===== src/rtl/pdm_pkg.sv =====
// Shared constants and arithmetic helpers for the PDM audio path.
package pdm_pkg;

  localparam int PCM_W_DEF    = 16;
  localparam int LOG2_OSR_DEF = 7;
  localparam int INT_GUARD    = 4;
  localparam int SAT_W        = 32;

  typedef logic signed [SAT_W-1:0] sat_t;

  function automatic int int_width(input int w);
    return w + INT_GUARD;
  endfunction

  function automatic sat_t full_scale(input int w);
    return sat_t'(1) <<< (w - 1);
  endfunction

  function automatic sat_t int_limit(input int w);
    return (sat_t'(1) <<< (w + 2)) - sat_t'(1);
  endfunction

  // Add with a one-bit guard so the clamp sees the true sum, then limit to +/-lim.
  function automatic sat_t sat_add(input sat_t a, input sat_t b, input sat_t lim);
    logic signed [SAT_W:0] s;
    logic signed [SAT_W:0] hi;
    s  = {a[SAT_W-1], a} + {b[SAT_W-1], b};
    hi = {lim[SAT_W-1], lim};
    if (s > hi)       return lim;
    else if (s < -hi) return -lim;
    else              return s[SAT_W-1:0];
  endfunction

endpackage


===== src/rtl/pdm_mod2.sv =====
// Second-order 1-bit delta-sigma modulator with saturating integrators.
module pdm_mod2
  import pdm_pkg::*;
#(
  parameter int W = PCM_W_DEF
) (
  input  logic                clk,
  input  logic                rst_n,
  input  logic                i_en,
  input  logic signed [W-1:0] i_x,
  output logic                o_pdm
);

  localparam int   IW  = int_width(W);
  localparam sat_t FS  = full_scale(W);
  localparam sat_t LIM = int_limit(W);

  logic signed [IW-1:0] r_i1;
  logic signed [IW-1:0] r_i2;
  logic                 r_pdm;

  sat_t w_fb;
  sat_t w_x;
  sat_t w_i1_new;
  sat_t w_i2_new;

  always_comb begin
    w_fb     = r_pdm ? FS : -FS;
    w_x      = sat_t'(i_x);
    w_i1_new = sat_add(sat_t'(r_i1), w_x - w_fb, LIM);
    w_i2_new = sat_add(sat_t'(r_i2), w_i1_new - w_fb, LIM);
  end

  // NOTE: state registers use non-blocking assignments so every register samples pre-edge values.
  always_ff @(posedge clk or negedge rst_n) begin
    if (!rst_n) begin
      r_i1  <= '0;
      r_i2  <= '0;
      r_pdm <= 1'b0;
    end else if (i_en) begin
      r_i1  <= IW'(w_i1_new);
      r_i2  <= IW'(w_i2_new);
      r_pdm <= ~w_i2_new[SAT_W-1];
    end
  end

  assign o_pdm = r_pdm;

endmodule


===== src/rtl/pdm_tx.sv =====
// PDM transmitter: 2-entry PCM buffer, linear interpolator to the bit rate, mod2 noise shaper.
module pdm_tx
  import pdm_pkg::*;
#(
  parameter int W        = PCM_W_DEF,
  parameter int LOG2_OSR = LOG2_OSR_DEF
) (
  input  logic                clk,
  input  logic                rst_n,
  input  logic                en_sample,
  input  logic                en_pcm,
  input  logic signed [W-1:0] pcm_in,
  input  logic                pcm_valid,
  output logic                pcm_ready,
  output logic                pdm_out,
  output logic                underrun,
  input  logic                underrun_clr
);

  localparam int AW = W + LOG2_OSR;

  logic signed [W-1:0]  r_mem [2];
  logic                 r_wr_ptr;
  logic                 r_rd_ptr;
  logic [1:0]           r_count;
  logic [1:0]           w_count_nxt;
  logic                 r_ready;
  logic                 w_push;
  logic                 w_pop;
  logic                 w_empty;
  logic signed [W-1:0]  w_head;

  logic signed [W-1:0]  r_prev;
  logic signed [W-1:0]  r_cur;
  logic signed [W:0]    r_step;
  logic signed [AW-1:0] r_acc;
  logic signed [W-1:0]  w_x;
  logic                 r_underrun;
  logic                 w_unused_prev;

  assign w_empty = (r_count == 2'd0);
  assign w_push  = pcm_valid && r_ready;
  assign w_pop   = en_pcm && !w_empty;
  assign w_head  = r_mem[r_rd_ptr];

  // NOTE: the default assignment first keeps this always_comb free of inferred latches.
  always_comb begin
    w_count_nxt = r_count;
    case ({w_push, w_pop})
      2'b10:   w_count_nxt = r_count + 2'd1;
      2'b01:   w_count_nxt = r_count - 2'd1;
      default: w_count_nxt = r_count;
    endcase
  end

  always_ff @(posedge clk or negedge rst_n) begin
    if (!rst_n) begin
      r_wr_ptr <= 1'b0;
      r_rd_ptr <= 1'b0;
      r_count  <= 2'd0;
      r_ready  <= 1'b1;
    end else begin
      if (w_push) r_wr_ptr <= ~r_wr_ptr;
      if (w_pop)  r_rd_ptr <= ~r_rd_ptr;
      r_count <= w_count_nxt;
      r_ready <= (w_count_nxt != 2'd2);
    end
  end

  // NOTE: storage needs no reset; the count decides what is valid, so a reset simply discards it.
  always_ff @(posedge clk) begin
    if (w_push) r_mem[r_wr_ptr] <= pcm_in;
  end

  // A frame load restarts the ramp from the old sample; an empty buffer holds the level flat.
  always_ff @(posedge clk or negedge rst_n) begin
    if (!rst_n) begin
      r_prev <= '0;
      r_cur  <= '0;
      r_step <= '0;
      r_acc  <= '0;
    end else if (en_pcm) begin
      r_prev <= r_cur;
      r_acc  <= {r_cur, {LOG2_OSR{1'b0}}};
      if (w_pop) begin
        r_cur  <= w_head;
        r_step <= {w_head[W-1], w_head} - {r_cur[W-1], r_cur};
      end else begin
        r_step <= '0;
      end
    end else if (en_sample) begin
      r_acc <= r_acc + {{(LOG2_OSR-1){r_step[W]}}, r_step};
    end
  end

  assign w_x = r_acc[AW-1:LOG2_OSR];

  always_ff @(posedge clk or negedge rst_n) begin
    if (!rst_n)                  r_underrun <= 1'b0;
    else if (en_pcm && w_empty)  r_underrun <= 1'b1;
    else if (underrun_clr)       r_underrun <= 1'b0;
  end

  // Frame history kept for a future higher-order interpolator; nothing consumes it yet.
  assign w_unused_prev = ^r_prev;

  pdm_mod2 #(.W(W)) u_mod (
    .clk   (clk),
    .rst_n (rst_n),
    .i_en  (en_sample),
    .i_x   (w_x),
    .o_pdm (pdm_out)
  );

  assign pcm_ready = r_ready;
  assign underrun  = r_underrun;

endmodule


===== config.mk =====
export PLATFORM = sky130hd
export DESIGN_NAME = pdm_tx
export DESIGN_NICKNAME = d
export VERILOG_FILES = /design/src/rtl/pdm_pkg.sv /design/src/rtl/pdm_mod2.sv /design/src/rtl/pdm_tx.sv
export SDC_FILE = /design/constraint.sdc
export NUM_CORES = 1
export LEC_CHECK = 0
export CORE_MARGIN = 2
export CORE_UTILIZATION = 64
export CTS_CLUSTER_DIAMETER = 50
export CTS_CLUSTER_SIZE = 12
export DETAILED_ROUTE_END_ITERATION = 10
export HOLD_SLACK_MARGIN = 0.03
export PLACE_DENSITY_LB_ADDON = 0.2
export RECOVER_POWER = 100
export SLEW_MARGIN = 25
export SYNTH_ARGS = -nofsm -noshare
export SYNTH_HDL_FRONTEND = slang
export SYNTH_HIERARCHICAL = 1
export SYNTH_SLANG_ARGS = --single-unit

===== constraint.sdc =====
create_clock -name clk -period 8.86 [get_ports clk]
set_clock_uncertainty 0.05 [all_clocks]
set_input_delay 1.772 -clock clk [delete_from_list [all_inputs] [get_ports clk]]
set_output_delay 1.772 -clock clk [all_outputs]
set_load 0.005 [all_outputs]

# Word-level counts from Yosys, hierarchy flattened
# Memories as Yosys holds them, arrays and structs flattened.
# Cells that the tools add are included.
# op_classes
order_cmp	4
addsub	8
n_bitwise	3
mux	13
reduce_logical	8
n_eq_ne	3
# op_table
operator	n
32-bit 2-to-1 mux	5
20-bit by 32-bit adder with 33-bit output	2
33-bit by 19-bit > comparator with 1-bit output, second input constant	2
33-bit by 19-bit less-than comparator with 1-bit output, second input constant	2
23-bit 2-to-1 mux	2
16-bit by 32-bit subtractor with 32-bit output	1
32-bit subtractor	1
23-bit adder	1
17-bit 2-to-1 mux	1
16-bit by 16-bit subtractor with 17-bit output	1
1-bit 2-to-1 mux	4
2-bit case mux with 2 select lines	1
2-bit nonzero test	2
1-bit logical AND	3
1-bit inverter	3
2-bit by 1-bit adder with 2-bit output, second input constant	1
2-bit by 1-bit equality test with 1-bit output, second input constant	1
2-bit equality test, second input constant	1
2-bit zero test	1
2-bit != test, second input constant	1
2-bit AND reduction	1
2-bit by 1-bit subtractor with 2-bit output, second input constant	1
1-bit zero test	1
# totals
ff_bits	103
ram_bits	32
n_memories	1
input_bits	22
word_cells	51
out_inout_bits	3
# memory_table
memory	depth	width	rd	rd_clocked_by_memory_dff	write_ports	line	source
r_mem	2	16	1	0	1	pdm_tx.sv:22	logic signed [W-1:0] r_mem [2];

# Logic depth before layout (Yosys ltp)
# logic_depth
word_depth	12
depth_mapped	42
depth_no_buf	40

# Cells and area by module
# The synthesis kept the hierarchy.
# modules_own_cells
module	cells_each	seq_area_each_um2	area_each_um2	n_inst
pdm_mod2	727	1026.0	5686.7	1
pdm_tx	543	2513.7	5476.5	1

# Worst setup path after synthesis
# OpenSTA, ideal clock, no wires.
# synth_timing
path_kind	register -> register
from	reg u_mod.r_pdm, in the netlist u_mod/o_pdm
to	reg u_mod.r_i2[10]
t_required_ns	8.723
period_less_slack_ns	8.129
path_buffers	2
arrival_ns	7.992
path_slack_ns	0.731
setup_time_ns	0.087
stages_incl_launch_ff	40
path_cell_list	dfrtp_1 > ha_1 > xnor2_1 > ha_1 > nand2_1 > nor3_1 > nand2_1 > o21ai_0 > nor2_1 > xnor2_1 > or3_1 > nor4_1 > nand4_1 > a31o_2 > clkbuf_1 > a21o_1 > fa_1 > a21o_1 > (+4 left out) > a21oi_1 > o21bai_1 > a21oi_1 > o21ai_0 > a21o_1 > a21oi_1 > xnor2_1 > ha_1 > inv_1 > nor2_1 > or4b_1 > o211ai_1 > nand3b_1 > or4_4 > nor3_4 > nor3_2 > buf_6 > a211oi_2
# synth_between
elab_chain_len	11
word_cells_on_any_way	13
cone_classes	add/sub: 4; order compare: 4; mux: 5
# synth_rtl
element	line	source
start: declaration	pdm_mod2.sv:20	logic r_pdm;
start signal: assignment	pdm_mod2.sv:43	r_pdm <= ~w_i2_new[SAT_W-1];
32-bit 2-to-1 mux (*)	pdm_mod2.sv:28	w_fb = r_pdm ? FS : -FS;
16-bit by 32-bit subtractor with 32-bit output (*)	pdm_mod2.sv:30	w_i1_new = sat_add(sat_t'(r_i1), w_x - w_fb, LIM);
20-bit by 32-bit adder with 33-bit output (*)	pdm_pkg.sv:27	s = {a[SAT_W-1], a} + {b[SAT_W-1], b};
33-bit by 19-bit less-than comparator with 1-bit output	pdm_pkg.sv:30	else if (s < -hi) return -lim;
32-bit 2-to-1 mux	pdm_pkg.sv:30	
32-bit 2-to-1 mux (*)	pdm_pkg.sv:29	if (s > hi) return lim;
named net u_mod.w_i1_new[16]	pdm_mod2.sv:24	sat_t w_i1_new;
32-bit subtractor (*)	pdm_mod2.sv:31	w_i2_new = sat_add(sat_t'(r_i2), w_i1_new - w_fb, LIM);
20-bit by 32-bit adder with 33-bit output (*)	pdm_pkg.sv:27	
33-bit by 19-bit less-than comparator with 1-bit output	pdm_pkg.sv:30	
32-bit 2-to-1 mux	pdm_pkg.sv:30	
32-bit 2-to-1 mux (*)	pdm_pkg.sv:29	
end signal: assignment	pdm_mod2.sv:42	r_i2 <= IW'(w_i2_new);
end: declaration	pdm_mod2.sv:19	logic signed [IW-1:0] r_i2;
# Mark *: on every way through the listed nets, which the timed path passes. The rest lies on a longest branch.
# A chain may end at the register's enable or synchronous reset.

# Final worst setup path
# layout_timing
from	reg r_acc[22]
to	reg u_mod.r_i2[2]
# layout_between
elab_chain_len	10
word_cells_on_any_way	12
cone_classes	add/sub: 4; order compare: 4; mux: 4
# layout_rtl
element	line	source
start: declaration	pdm_tx.sv:36	logic signed [AW-1:0] r_acc;
start signal: assignment	pdm_tx.sv:84	r_acc <= {r_cur, {LOG2_OSR{1'b0}}};
start signal: assignment	pdm_tx.sv:92	r_acc <= r_acc + {{(LOG2_OSR-1){r_step[W]}}, r_step};
16-bit by 32-bit subtractor with 32-bit output (*)	pdm_mod2.sv:30	
20-bit by 32-bit adder with 33-bit output (*)	pdm_pkg.sv:27	
33-bit by 19-bit less-than comparator with 1-bit output	pdm_pkg.sv:30	
32-bit 2-to-1 mux	pdm_pkg.sv:30	
32-bit 2-to-1 mux (*)	pdm_pkg.sv:29	
named net u_mod.w_i1_new[16]	pdm_mod2.sv:24	
32-bit subtractor (*)	pdm_mod2.sv:31	
20-bit by 32-bit adder with 33-bit output (*)	pdm_pkg.sv:27	
33-bit by 19-bit less-than comparator with 1-bit output	pdm_pkg.sv:30	
32-bit 2-to-1 mux	pdm_pkg.sv:30	
32-bit 2-to-1 mux (*)	pdm_pkg.sv:29	
# Marks and branches as above.

==> run metrics <==
status finished with violations; violated checks max-capacitance violations, max-slew violations; cell with the largest stage delay on the worst path sky130_fd_sc_hd__or4b_1; cell taking the most area after synthesis sky130_fd_sc_hd__dfrtp_1; sequential share of the synthesized area 0.317; final slew viol count around 150; area of the die 18500 um^2; crit path setup slack, layout roughly 0.56 ns; I/O pin count 25; share of post-route cells with drive strength above 1 0.0882; highest achievable clock rate roughly 120 MHz; Worst Setup Slack post-DPL 0.385 ns; number of nets in the synthesized netlist 1407; area share of the largest cell type after synthesis 0.229; average wire per cell in the routed design between 15 and 20 um; CTS tree yes; pin count of the biggest net entering global routing about 70; Detailed Route Iter0 Violations between 800 and 900; Core Rows 48; Synthesis Warnings 6; clock buffer count from CTS 17; count of non-filler cells in the finished layout around 1500; most used standard cell by instance count after synthesis sky130_fd_sc_hd__nor2_1; minimum period implied by the final worst setup slack just over 8 ns; number of buffers on the longest clock path 2; buffer type at the clock tree root sky130_fd_sc_hd__clkbuf_16; iteration count of the initial detailed-routing pass 5; antenna cell count 0; deepest level of the CTS H-tree 4; overflow left after global routing 0; Largest stage delay, worst path between 0.4 and 0.5 ns; data arrival time of the critical path ~8.6 ns; overall fraction of global-route tracks in use 0.311; via count of the routed design 9762; finished layout cell area roughly 12000 um^2; Post-DP Area around 12000 um^2; total instance count after detailed placement around 1500; RD Place Congestion 0.930; most area-consuming cells after synthesis sky130_fd_sc_hd__dfrtp_1 (23%), sky130_fd_sc_hd__ha_1 (12%), sky130_fd_sc_hd__edfxtp_1 (8.6%), sky130_fd_sc_hd__a21oi_1 (4.8%), sky130_fd_sc_hd__xnor2_1 (4.4%); chip height 136 um; antenna violations before repair 0; Max FO, Critical Path 11; first-pass GRT wire length about 45000 um; commonest register cell after synthesis sky130_fd_sc_hd__dfrtp_1; clock slew at the register clock pins of the worst setup and hold paths roughly 0.070 ns; number of enable flip-flop cells after synthesis 32; post-route clock period utilization 0.937; Routed Antenna Nets 0; count of distinct cell types in the synthesized netlist 91; number of hold violations in the final report 0; via/cell ratio 6.44; classification of the worst setup path register to register; Least-Margin Pin Slew 3.30 ns; fill cell count approximately 1300; dpl hpwl between 20000 and 25000 um; Mapped Area about 11000 um^2; required time of the worst setup path ~9 ns; type of the worst min-delay path register to register; Sinks on Clock Net 135; vias in the first global route roughly 9000; synthesis-to-finish area growth 9.24%; top post-synthesis cells by count sky130_fd_sc_hd__nor2_1 (111), sky130_fd_sc_hd__ha_1 (110), sky130_fd_sc_hd__a21oi_1 (106), sky130_fd_sc_hd__dfrtp_1 (102), sky130_fd_sc_hd__nand2_1 (102); clock latency on the worst-skew pair around 0.44 ns; number of violations of the max-capacitance limit 3; async set-or-reset flop fraction in the synthesized netlist 0.763; remaining design rule violation count 0; headroom to the max-slew limit -1.20; Synth Area per Inst a little under 9 um^2; count of port buffers added during placement 24; Synth Instances between 1000 and 1500; total number of nets in the final design between 1000 and 1500; starting utilization of the core area 0.650; Setup crit start kind register; number of synthesized register bits between 100 and 150; count of final setup violators 0; core outline area between 15000 and 20000 um^2; Routed WL about 28000 um; Die Width 136 um; critical path endpoint category register
## worst paths after layout
kind | start | to | slack (ns) | depth (start not counted)
min in group asynchronous | rst_n | r_acc[2] | 1.97 | 1
max | r_acc[22] | u_mod/r_i2[2] | 0.56 | 39
min reg2reg | r_wr_ptr | r_wr_ptr | 0.46 | 1
max reg2reg | r_acc[22] | u_mod/r_i2[2] | 0.56 | 39
max in group asynchronous | rst_n | u_mod/r_i1[12] | 2.75 | 2
min | r_wr_ptr | r_wr_ptr | 0.46 | 1
## state kept, by name, summed over array words and instances, names as in the netlist, 2 cells and up
register and count:
r_acc 23, u_mod/r_i1 20, r_mem 32, r_count 2, u_mod/r_i2 20, r_cur 16, r_step 17
## critical path, delay by kind of cell (launching register included)
| kind | cells | cell delay, ns |
|---|---|---|
| buffers and inverters | 3 | 0.40 |
| adder cells (fa/ha/maj) | 4 | 1.46 |
| flip-flops | 1 | 0.42 |
| AO/OA/AOI/OAI | 17 | 2.97 |
| XOR/XNOR | 3 | 0.40 |
| AND/OR/NAND/NOR | 12 | 2.53 |
## metal layers
layer | global-route usage | part of all wire
met3 | 0.0507 | 0.070
met5 | 0 | 0
met4 | 0.0984 | 0.026
met2 | 0.458 | 0.43
met1 | 0.468 | 0.47
## cell usage in the layout, fill, tap and decap left out, types with 12 or more instances in the layout
cell type / instances
sky130_fd_sc_hd__ha_1: 110
sky130_fd_sc_hd__a31oi_1: 14
sky130_fd_sc_hd__inv_1: 75
sky130_fd_sc_hd__nand4_1: 18
sky130_fd_sc_hd__a211oi_1: 23
sky130_fd_sc_hd__dfrtp_1: 102
sky130_fd_sc_hd__nor2_1: 111
sky130_fd_sc_hd__o21bai_1: 13
sky130_fd_sc_hd__a21oi_1: 104
sky130_fd_sc_hd__dlygate4sd3_1: 20
sky130_fd_sc_hd__xor2_1: 24
sky130_fd_sc_hd__nand3_1: 22
sky130_fd_sc_hd__mux2_2: 32
sky130_fd_sc_hd__a22o_1: 13
sky130_fd_sc_hd__o21a_1: 19
sky130_fd_sc_hd__edfxtp_1: 32
sky130_fd_sc_hd__a21o_1: 53
sky130_fd_sc_hd__nor3_1: 24
sky130_fd_sc_hd__xnor2_1: 56
sky130_fd_sc_hd__nand2b_1: 12
sky130_fd_sc_hd__nand2_1: 102
sky130_fd_sc_hd__o21ai_0: 78
sky130_fd_sc_hd__clkbuf_16: 17
## stage by stage
step / hold WS (ns) / utilization / setup TNS, ns
2_1_floorplan: 0.403 / - / 0
4_1_cts: 0.455 / 0.709 / 0
3_3_place_gp: 0.422 / 0.673 / 0
6_report: 0.457 / 0.710 / 0
3_5_place_dp: 0.444 / 0.673 / 0
5_1_grt: 0.487 / 0.710 / -0.331
## final cells by class
| cell class | count | area (um^2) | share of cell area |
|---|---|---|---|
| Multi-Input combinational cell | 1013 | 7170 | 0.588 |
| Sequential cell | 135 | 3540 | 0.290 |
| Clock buffer | 17 | 425 | 0.0349 |
| Timing Repair Buffer | 36 | 304 | 0.0249 |
| Inverter | 76 | 285 | 0.0234 |
| Tap cell | 225 | 282 | 0.0231 |
| Clock inverter | 15 | 191 | 0.0157 |
## cells by family after synthesis
logic type	after synthesis	synth area share
AOI/OAI and AO/OA	416	0.248
xor gates and xnor gates	80	0.0628
and+or+nand+nor	361	0.156
muxes	41	0.0404
adders and majority gates	115	0.132
DFF	135	0.317
buffers and inverters	122	0.0434
## repair_timing
action / 4_1_cts / 5_1_grt
resized for setup: 0 / 10
endpoints found under the setup margin: 0 / 18
setup buffers: 0 / 2
hold buffers: 0 / 0
hold endpoints to repair: 0 / 0
Power is not shown: default switching activity piles up to over one toggle a cycle in this logic, so the estimate is an artifact.
